$ cat src/rtl/z80_io_cycle_gen.sv
// Z80 I/O bus-cycle generator.
// Turns raw IORQ_n/RD_n/WR_n/M1_n/A[7:0] into registered ioread/iowrite levels,
// a latched port address, a write data strobe, WAIT_n stretching, an
// interrupt-acknowledge pulse and a sticky malformed-cycle flag.
// Optional feature: define Z80IO_SYNC_EN to pass the bus controls through
// 2-flop synchronizers (and the address through a matching delay) when the
// Z80 runs from a clock other than `clock`.
//
// state   | meaning
// IDLE    | waiting for IORQ_n low with a valid RD_n/WR_n/M1_n qualifier
// ACTIVE  | strobe window open, WAIT_n held low while cnt != 0
// RELEASE | strobes low, waiting for IORQ_n high before a new cycle
module z80_io_cycle_gen #(
  parameter int unsigned WAIT_CYCLES = 2
) (
  input  logic       clock,
  input  logic       reset,
  input  logic       cpu_iorq_n,
  input  logic       cpu_rd_n,
  input  logic       cpu_wr_n,
  input  logic       cpu_m1_n,
  input  logic [7:0] cpu_addr,
  output logic [7:0] io_addr,
  output logic       ioread,
  output logic       iowrite,
  output logic       io_wr_stb,
  output logic       cpu_wait_n,
  output logic       intack,
  output logic       io_error
);

  localparam logic [3:0] WAIT_INIT = 4'(WAIT_CYCLES);

  typedef enum logic [1:0] {
    IDLE    = 2'd0,
    ACTIVE  = 2'd1,
    RELEASE = 2'd2
  } state_t;

  logic       iorq_n, rd_n, wr_n, m1_n;
  logic [7:0] addr_s;

`ifdef Z80IO_SYNC_EN
  logic [1:0] iorq_sync, rd_sync, wr_sync, m1_sync;
  logic [7:0] addr_d1, addr_d2;

  // Two-stage synchronizers on the controls, address delayed to stay aligned
  always_ff @(posedge clock) begin
    if (reset) begin
      iorq_sync <= 2'b11;
      rd_sync   <= 2'b11;
      wr_sync   <= 2'b11;
      m1_sync   <= 2'b11;
      addr_d1   <= 8'h00;
      addr_d2   <= 8'h00;
    end else begin
      iorq_sync <= {iorq_sync[0], cpu_iorq_n};
      rd_sync   <= {rd_sync[0], cpu_rd_n};
      wr_sync   <= {wr_sync[0], cpu_wr_n};
      m1_sync   <= {m1_sync[0], cpu_m1_n};
      addr_d1   <= cpu_addr;
      addr_d2   <= addr_d1;
    end
  end

  assign iorq_n = iorq_sync[1];
  assign rd_n   = rd_sync[1];
  assign wr_n   = wr_sync[1];
  assign m1_n   = m1_sync[1];
  assign addr_s = addr_d2;
`else
  assign iorq_n = cpu_iorq_n;
  assign rd_n   = cpu_rd_n;
  assign wr_n   = cpu_wr_n;
  assign m1_n   = cpu_m1_n;
  assign addr_s = cpu_addr;
`endif

  state_t     state, state_nxt;
  logic [3:0] cnt, cnt_nxt;
  logic [7:0] addr_nxt;
  logic       rd_nxt, wr_nxt, intack_nxt, err_nxt;

  // State, counter and registered outputs
  always_ff @(posedge clock) begin
    if (reset) begin
      state    <= IDLE;
      cnt      <= 4'd0;
      io_addr  <= 8'h00;
      ioread   <= 1'b0;
      iowrite  <= 1'b0;
      intack   <= 1'b0;
      io_error <= 1'b0;
    end else begin
      state    <= state_nxt;
      cnt      <= cnt_nxt;
      io_addr  <= addr_nxt;
      ioread   <= rd_nxt;
      iowrite  <= wr_nxt;
      intack   <= intack_nxt;
      io_error <= err_nxt;
    end
  end

  // Next-state decode; direction is fixed when the cycle is accepted
  always_comb begin
    state_nxt  = state;
    cnt_nxt    = cnt;
    addr_nxt   = io_addr;
    rd_nxt     = ioread;
    wr_nxt     = iowrite;
    intack_nxt = 1'b0;
    err_nxt    = io_error;
    case (state)
      IDLE: begin
        if (!iorq_n) begin
          if (!m1_n) begin
            intack_nxt = 1'b1;
            state_nxt  = RELEASE;
          end else if (!rd_n && !wr_n) begin
            err_nxt   = 1'b1;
            state_nxt = RELEASE;
          end else if (!rd_n) begin
            addr_nxt  = addr_s;
            rd_nxt    = 1'b1;
            cnt_nxt   = WAIT_INIT;
            state_nxt = ACTIVE;
          end else if (!wr_n) begin
            addr_nxt  = addr_s;
            wr_nxt    = 1'b1;
            cnt_nxt   = WAIT_INIT;
            state_nxt = ACTIVE;
          end
        end
      end
      ACTIVE: begin
        if (cnt == 4'd0) begin
          rd_nxt    = 1'b0;
          wr_nxt    = 1'b0;
          state_nxt = RELEASE;
        end else if (iorq_n) begin
          rd_nxt    = 1'b0;
          wr_nxt    = 1'b0;
          err_nxt   = 1'b1;
          cnt_nxt   = 4'd0;
          state_nxt = IDLE;
        end else begin
          cnt_nxt = cnt - 4'd1;
        end
      end
      RELEASE: begin
        rd_nxt = 1'b0;
        wr_nxt = 1'b0;
        if (iorq_n) state_nxt = IDLE;
      end
      default: state_nxt = IDLE;
    endcase
  end

  // WAIT_n and the write strobe follow directly from state and counter
  always_comb begin
    cpu_wait_n = !((state == ACTIVE) && (cnt != 4'd0));
    io_wr_stb  = iowrite && (state == ACTIVE) && (cnt == 4'd0);
  end

endmodule

$ cat config.mk
export PLATFORM = sky130hd
export DESIGN_NAME = z80_io_cycle_gen
export DESIGN_NICKNAME = d
export VERILOG_FILES = /design/src/rtl/z80_io_cycle_gen.sv
export SDC_FILE = /design/constraint.sdc
export NUM_CORES = 1
export LEC_CHECK = 0
export CAP_MARGIN = 20
export CORE_MARGIN = 4
export CORE_UTILIZATION = 50
export DETAILED_ROUTE_END_ITERATION = 10
export PLACE_DENSITY = 0.83
export SYNTH_ARGS = -nofsm -noshare
export SYNTH_HDL_FRONTEND = slang
export SYNTH_SLANG_ARGS = --single-unit
export TNS_END_PERCENT = 30
$ cat constraint.sdc
create_clock -name clock -period 2.44 [get_ports clock]
set_input_delay 0.732 -clock clock [delete_from_list [all_inputs] [get_ports clock]]
set_output_delay 0.732 -clock clock [all_outputs]
set_load 0.005 [all_outputs]
==> metrics.md, run 1 <==
| Metric | Value |
|---|---|
| Synth Net Count | `126` |
| Status | `finished clean` |
| Crit end category | `output port` |
| Largest cells by area after synthesis | `dfxtp_1 (37%), mux2i_1 (8.2%), ha_1 (7.7%)` |
| Dpl cell area | `1280 um2` |
| Cell with the most instances after synthesis | `dfxtp_1` |
| FFs w/ async S/R, synth | `0` |
| Post-CTS Hold Fix Bufs | `0` |
| Clk slew on worst S/H paths | `0.10 ns` |
| Yosys reg bits | `18` |
| Site Rows | `15` |
| First DRT Iteration DRCs | `31` |
| Min Tclk post-route | `2.27 ns` |
| Ys flop type | `dfxtp_1` |
| Finished Cell Area | `1360 um2` |
| Worst Path Required | `1.71 ns` |
| Clock root buffer | `clkbuf_4` |
| Type of the tightest min-delay check | `register to register` |
| Fillers | `142` |
| GPL Wtd Cong | `0.898` |
| Antenna violations before repair | `0` |
| First-pass GRT wire length | `4.08 mm` |
| Max Freq | `441 MHz` |
| Leak | `0.536 nW` |
| CTS tree | `yes` |
| Area leader, netlist | `dfxtp_1` |
| Worst Setup SP | `cnt[1]` |
| H-tree levels | `1` |
| YS warnings | `0` |
| Utilization after layout | `0.760` |
| Cells after Synth | `106` |
| Crit path launch type | `register` |
| Die X | `52.3 um` |
| DRT Wirelength | `2.44 mm` |
| Avg WL per Cell | `14.9 um` |
| Hold path endpoint | `io_error` |
| Crit path max fanout | `4` |
| GRT overflow | `0` |
| Synth-to-layout area growth | `38.1%` |
| Register-to-Register Setup Slack | `0.62 ns` |
| RSZ-0062 raised after global routing | `false` |
| Layout cells sized above 1 | `0.159` |
| Post-Syn Area | `981 um2` |
| Layout Nets | `160` |
| Clk Latency, worst-skew pair | `0.28 ns` |
| Hold Startpoint | `io_error` |
| Antenna cell count | `0` |
| DR vias | `932` |
| Count of cell types in the netlist | `37` |
| CTS Buffer Depth | `2` |
| Fin. max-slew vios | `0` |
| Worst VDD drop | `0.319 mV` |
| Core Footprint | `1780 um2` |
| R2r worst-path depth | `6` |
| Synthesized area per cell | `9.25 um2` |
| Place WS | `0.153 ns` |
| Starting density of the core | `0.550` |
| Worst hold path depth | `1` |
| EDFF count, synth | `0` |
| # clock sinks | `18` |
| Relative slew slack | `0.706` |
| Max cap viols | `0` |
| Boundary Pins | `28` |
| Skew final | `0.00116 ns` |
| PwrDens | `536 nW/um2` |
| Worst flop-to-flop path startpoint | `state[0]` |
| Die area | `2730 um2` |
| DR pass1 iterations | `4` |
| Dpl hpwl | `1.78 mm` |
| Sequential area share after synthesis | `0.367` |
| CP Data Arrival Time | `1.54 ns` |
| Share of the synthesized area in the top cell type | `0.367` |
| Chip height | `52.3 um` |
| Setup Crit Path Kind | `register to output port` |
| TNS Setup | `0 ns` |
| Total CTS buffers | `3` |
| Final setup violation count | `0` |
| Setup ws final | `0.171 ns` |
| FF-to-FF End | `io_error` |
| Routed Antenna Nets | `0` |
| Vias in the first global route | `967` |
| Measured slew at the worst slew-check pin | `0.437 ns` |
| Pwr Total | `0.727 mW` |
| # DRC | `0` |
| Total Routing Usage GR | `0.199` |
| Number of port buffers | `27` |
| Fin crit share | `0.930` |
| Via-to-Cell Ratio | `5.72` |
| Commonest cells post-synth | `dfxtp_1 (18), nor2_1 (14), mux2i_1 (8)` |
| Final hold violation count | `0` |
| Largest net degree at the start of global routing | `11` |
-- through the flow --
step / hold WS, ns / cells
after floorplan: 0.464 / 106
after global placement: 0.451 / 156
after detailed placement: 0.459 / 156
after CTS: 0.483 / 163
after global routing: 0.514 / 163
final: 0.477 / 163
-- kinds of logic after synthesis --
group,after synthesis,synth area share
adder cells (fa/ha/maj),6,0.0765
XOR/XNOR,1,0.0166
multiplexers,8,0.0816
AO/OA/AOI/OAI,23,0.180
flip-flops,18,0.367
buffers and inverters,12,0.0485
AND/OR/NAND/NOR,38,0.230
-- layout by cell type (no fill, tap or decap), drive strengths merged --
cell type,synthesis,routed
a211oi,1,1
a21bo,1,1
a21oi,5,5
a221oi,1,1
a31oi,2,2
a32o,1,1
a32oi,1,1
a41o,3,3
and2,1,1
and2b,1,1
and3,1,1
and4bb,1,1
buf,2,7
clkbuf,3,3
clkdlybuf4s50,0,25
dfxtp,18,18
dlygate4sd2,0,1
dlymetal6s2s,0,1
ha,6,6
inv,7,7
mux2i,8,8
nand2,6,6
nand2b,2,2
nand3b,3,3
nand4b,1,1
nand4bb,1,1
nor2,15,15
nor3,2,2
nor4,1,1
nor4b,1,1
o2111a,1,1
o21a,1,1
o21ai,3,3
o22ai,1,1
o32ai,2,2
or3,1,1
or4,1,1
xnor2,1,1
-- layer usage --
metal | GRT usage | share of wire | vias to the layer above
li1 | - | - | 454
met4 | 0.111 | 0.012 | 0
met5 | 0 | 0 | -
met3 | 0.0456 | 0.063 | 4
met2 | 0.349 | 0.51 | 44
met1 | 0.216 | 0.42 | 430
-- flip-flops by register name, summed over array words and instances (netlist names) --
signal    cells
cnt           4
intack        1
io_addr       8
io_error      1
ioread        1
iowrite       1
state         2
-- critical path, stage by stage, from the launching register on --
cell	delay [ns]
dfxtp_1	0.38
inv_2	0.07
ha_4	0.17
and4bb_2	0.23
and2_1	0.15
dlygate4sd2_1	0.25
-- power breakdown --
group / total [mW] / internal (mW) / switching, mW
clock: 0.146 / 0.0573 / 0.0882
sequential: 0.333 / 0.318 / 0.0151
combinational: 0.248 / 0.125 / 0.123
-- how the worst max path moves through the flow --
stage / end / slack, ns / cells past startpoint
global route: io_wr_stb / 0.09 / 5
CTS: cpu_wait_n / 0.04 / 6
finish: io_wr_stb / 0.17 / 5
global placement: io_wr_stb / 0.21 / 5
floorplan: io_wr_stb / 0.55 / 5
detailed placement: ioread / 0.15 / 5
-- what timing repair did --
item / in CTS / in global routing
cloned: 0 / 0
pin swaps: 1 / 0
setup buffers: 4 / 0
endpoints found under the setup margin: 1 / 1
gates resized for setup: 9 / 1
hold endpoints to repair: 0 / 0
-- final cells by class --
class                   instances  area [um2]  area share
clock buffers                   3        22.5      0.0166
inverters                       7        26.3      0.0194
multi-input cells              76         588       0.434
flip-flops and latches         18         363       0.268
well taps                      25        31.3      0.0231
repair buffers                 34         324       0.239
Note: power is estimated with default switching activity, not from simulation.
==> run 2, diff against run 1 <==
--- a/config.mk
+++ b/config.mk
@@ -6,8 +6,9 @@
 export NUM_CORES = 1
 export LEC_CHECK = 0
 export CAP_MARGIN = 20
-export CORE_MARGIN = 4
+export CORE_MARGIN = 3
 export CORE_UTILIZATION = 50
+export CTS_CLUSTER_SIZE = 25
 export DETAILED_ROUTE_END_ITERATION = 10
 export PLACE_DENSITY = 0.83
 export SYNTH_ARGS = -nofsm -noshare
==> run 2 against run 1 <==
Fmax decreased by 2.0%. Sequential power hardly changed. Global-route usage up 0.16 points. Clock skew increased by 0.0063 ns. Clock-buffer cell count is 1 higher. Largest power group unchanged. Highest routed layer unchanged.
==> metrics.md, run 2 (synthesized netlist as in run 1, its figures left out) <==
| Metric | Value |
|---|---|
| Status | `finished clean` |
| Routed Antenna Nets | `0` |
| Finished Layout Cells | `162` |
| Final hold slack | `0.480 ns` |
| Dpl cells | `156` |
| Number of port buffers | `27` |
| H-tree levels | `1` |
| RSZ-0062 raised after global routing | `false` |
| Final setup violation count | `0` |
| Clk Latency, worst-skew pair | `0.30 ns` |
| Clk slew on worst S/H paths | `0.11 ns` |
| CP Data Arrival Time | `1.58 ns` |
| Crit path max fanout | `8` |
| Final hold violation count | `0` |
| # clock sinks | `18` |
| Layout Nets | `158` |
| WP buf/inv | `3` |
| Max Freq | `432 MHz` |
| TNS Setup | `0 ns` |
| DR vias | `903` |
| Vias in the first global route | `862` |
| Avg WL per Cell | `13.9 um` |
| CP cell instances | `inv_2 > ha_2 > buf_4 > nand2_1 > clkdlybuf4s50_1` |
| Type of the tightest min-delay check | `register to register` |
| Core Footprint | `1780 um2` |
| CTS tree | `yes` |
| Setup Crit Path Kind | `register to output port` |
| Clk pwr share | `0.247` |
| Measured slew at the worst slew-check pin | `0.415 ns` |
| Net Switching | `0.232 mW` |
| Crit end category | `output port` |
| Fillers | `124` |
| CTS Buffer Depth | `2` |
| Boundary Pins | `28` |
| Regs by FF count | `io_addr: 8 flops, cnt: 4 flops, state: 2 flops` |
| Layout cells sized above 1 | `0.161` |
| GRT overflow | `0` |
| Flop pwr share | `0.437` |
| First-pass GRT wire length | `3.88 mm` |
| Crit path largest cell delay | `0.49 ns` |
| Min Tclk post-route | `2.32 ns` |
| Synth-to-layout area growth | `37.9%` |
| Relative slew slack | `0.721` |
| Antenna cell count | `0` |
| Site Rows | `15` |
| Crit path launch type | `register` |
| Largest net degree at the start of global routing | `13` |
| # DRC | `0` |
| Starting density of the core | `0.550` |
| Share of power burned in combinational logic | `0.317` |
| Worst path slowest cell | `clkdlybuf4s50_1` |
| Switching share of power | `0.304` |
| Multi-input logic area | `588 um2` |
| Pint | `0.532 mW` |
| Via-to-Cell Ratio | `5.57` |
| Leak | `0.534 nW` |
| Largest register FFs | `8` |
| Post-CTS Hold Fix Bufs | `0` |
| Fin crit share | `0.949` |
| Delay-heaviest family, CP | `buffers and inverters` |
| FF/Latch Area | `364 um2` |
| Most flops, register | `io_addr` |
| Worst VDD drop | `0.437 mV` |
| Most frequent cells in the layout | `clkdlybuf4s50_1 (26), dfxtp_1 (15), nor2_1 (14)` |
| Fin. max-slew vios | `0` |
| Clock root buffer | `clkbuf_4` |
| Die area | `2530 um2` |
| DRT Wirelength | `2.26 mm` |
| Chip height | `50.3 um` |
| Total Routing Usage GR | `0.200` |
| DR pass1 iterations | `4` |
| Die X | `50.3 um` |
| Skew final | `0.00747 ns` |
| Most common cell after layout, fill and taps aside | `clkdlybuf4s50_1` |
| Dpl hpwl | `1.66 mm` |
| Total CTS buffers | `3` |
| Max cap viols | `0` |
| First DRT Iteration DRCs | `6` |
| PwrDens | `565 nW/um2` |
| Worst Path Required | `1.71 ns` |
| GPL Wtd Cong | `0.882` |
| Antenna violations before repair | `0` |
| Pwr Total | `0.764 mW` |
[run 2: stage by stage]
stage / worst slack [ns] / area (um2) / util
2_1_floorplan: 0.545 / 981 / -
3_3_place_gp: 0.216 / 1280 / 0.720
3_5_place_dp: 0.166 / 1280 / 0.720
4_1_cts: 0.124 / 1350 / 0.759
5_1_grt: 0.0642 / 1350 / 0.759
6_report: 0.124 / 1350 / 0.759
[run 2: routing by layer]
layer | vias to the layer above | part of all wire | GRT usage
li1 | 450 | - | -
met1 | 407 | 0.42 | 0.231
met2 | 36 | 0.47 | 0.335
met3 | 10 | 0.078 | 0.0861
met4 | 0 | 0.024 | 0.0583
met5 | - | 0 | 0
[run 2: final cells by class]
type / count / area share
Multi-Input combinational cell: 76 / 0.435
Sequential cell: 18 / 0.269
Inverter: 7 / 0.0194
Tap cell: 25 / 0.0231
Timing Repair Buffer: 32 / 0.227
Clock buffer: 4 / 0.0268
[run 2: worst paths after layout]
kind,from,endpoint,slack [ns],cells past startpoint
max,state[1],cpu_wait_n,0.12,5
min,io_error,io_error,0.48,1
max reg2reg,state[0],io_error,0.67,6
min reg2reg,io_error,io_error,0.48,1
[run 2: worst reg2reg max path, stage by stage (launching register included)]
cell and delay, ns:
dfxtp_2 0.36, inv_1 0.10, ha_1 0.40, nand3b_4 0.14, or4_1 0.41, a21oi_1 0.19, o21a_1 0.12
[run 2: what timing repair did]
action | CTS | global route
setup endpoints to repair | 2 | 0
resized for setup | 10 | 0
setup buffers | 2 | 0
[run 2: power groups by stage]
stage	combinational [mW]	sequential, mW	clock [mW]
after floorplan	0.138	0.338	0
after global routing	0.268	0.337	0.207
after global placement	0.218	0.339	0
after CTS	0.238	0.334	0.199
after detailed placement	0.224	0.340	0
final	0.242	0.334	0.188
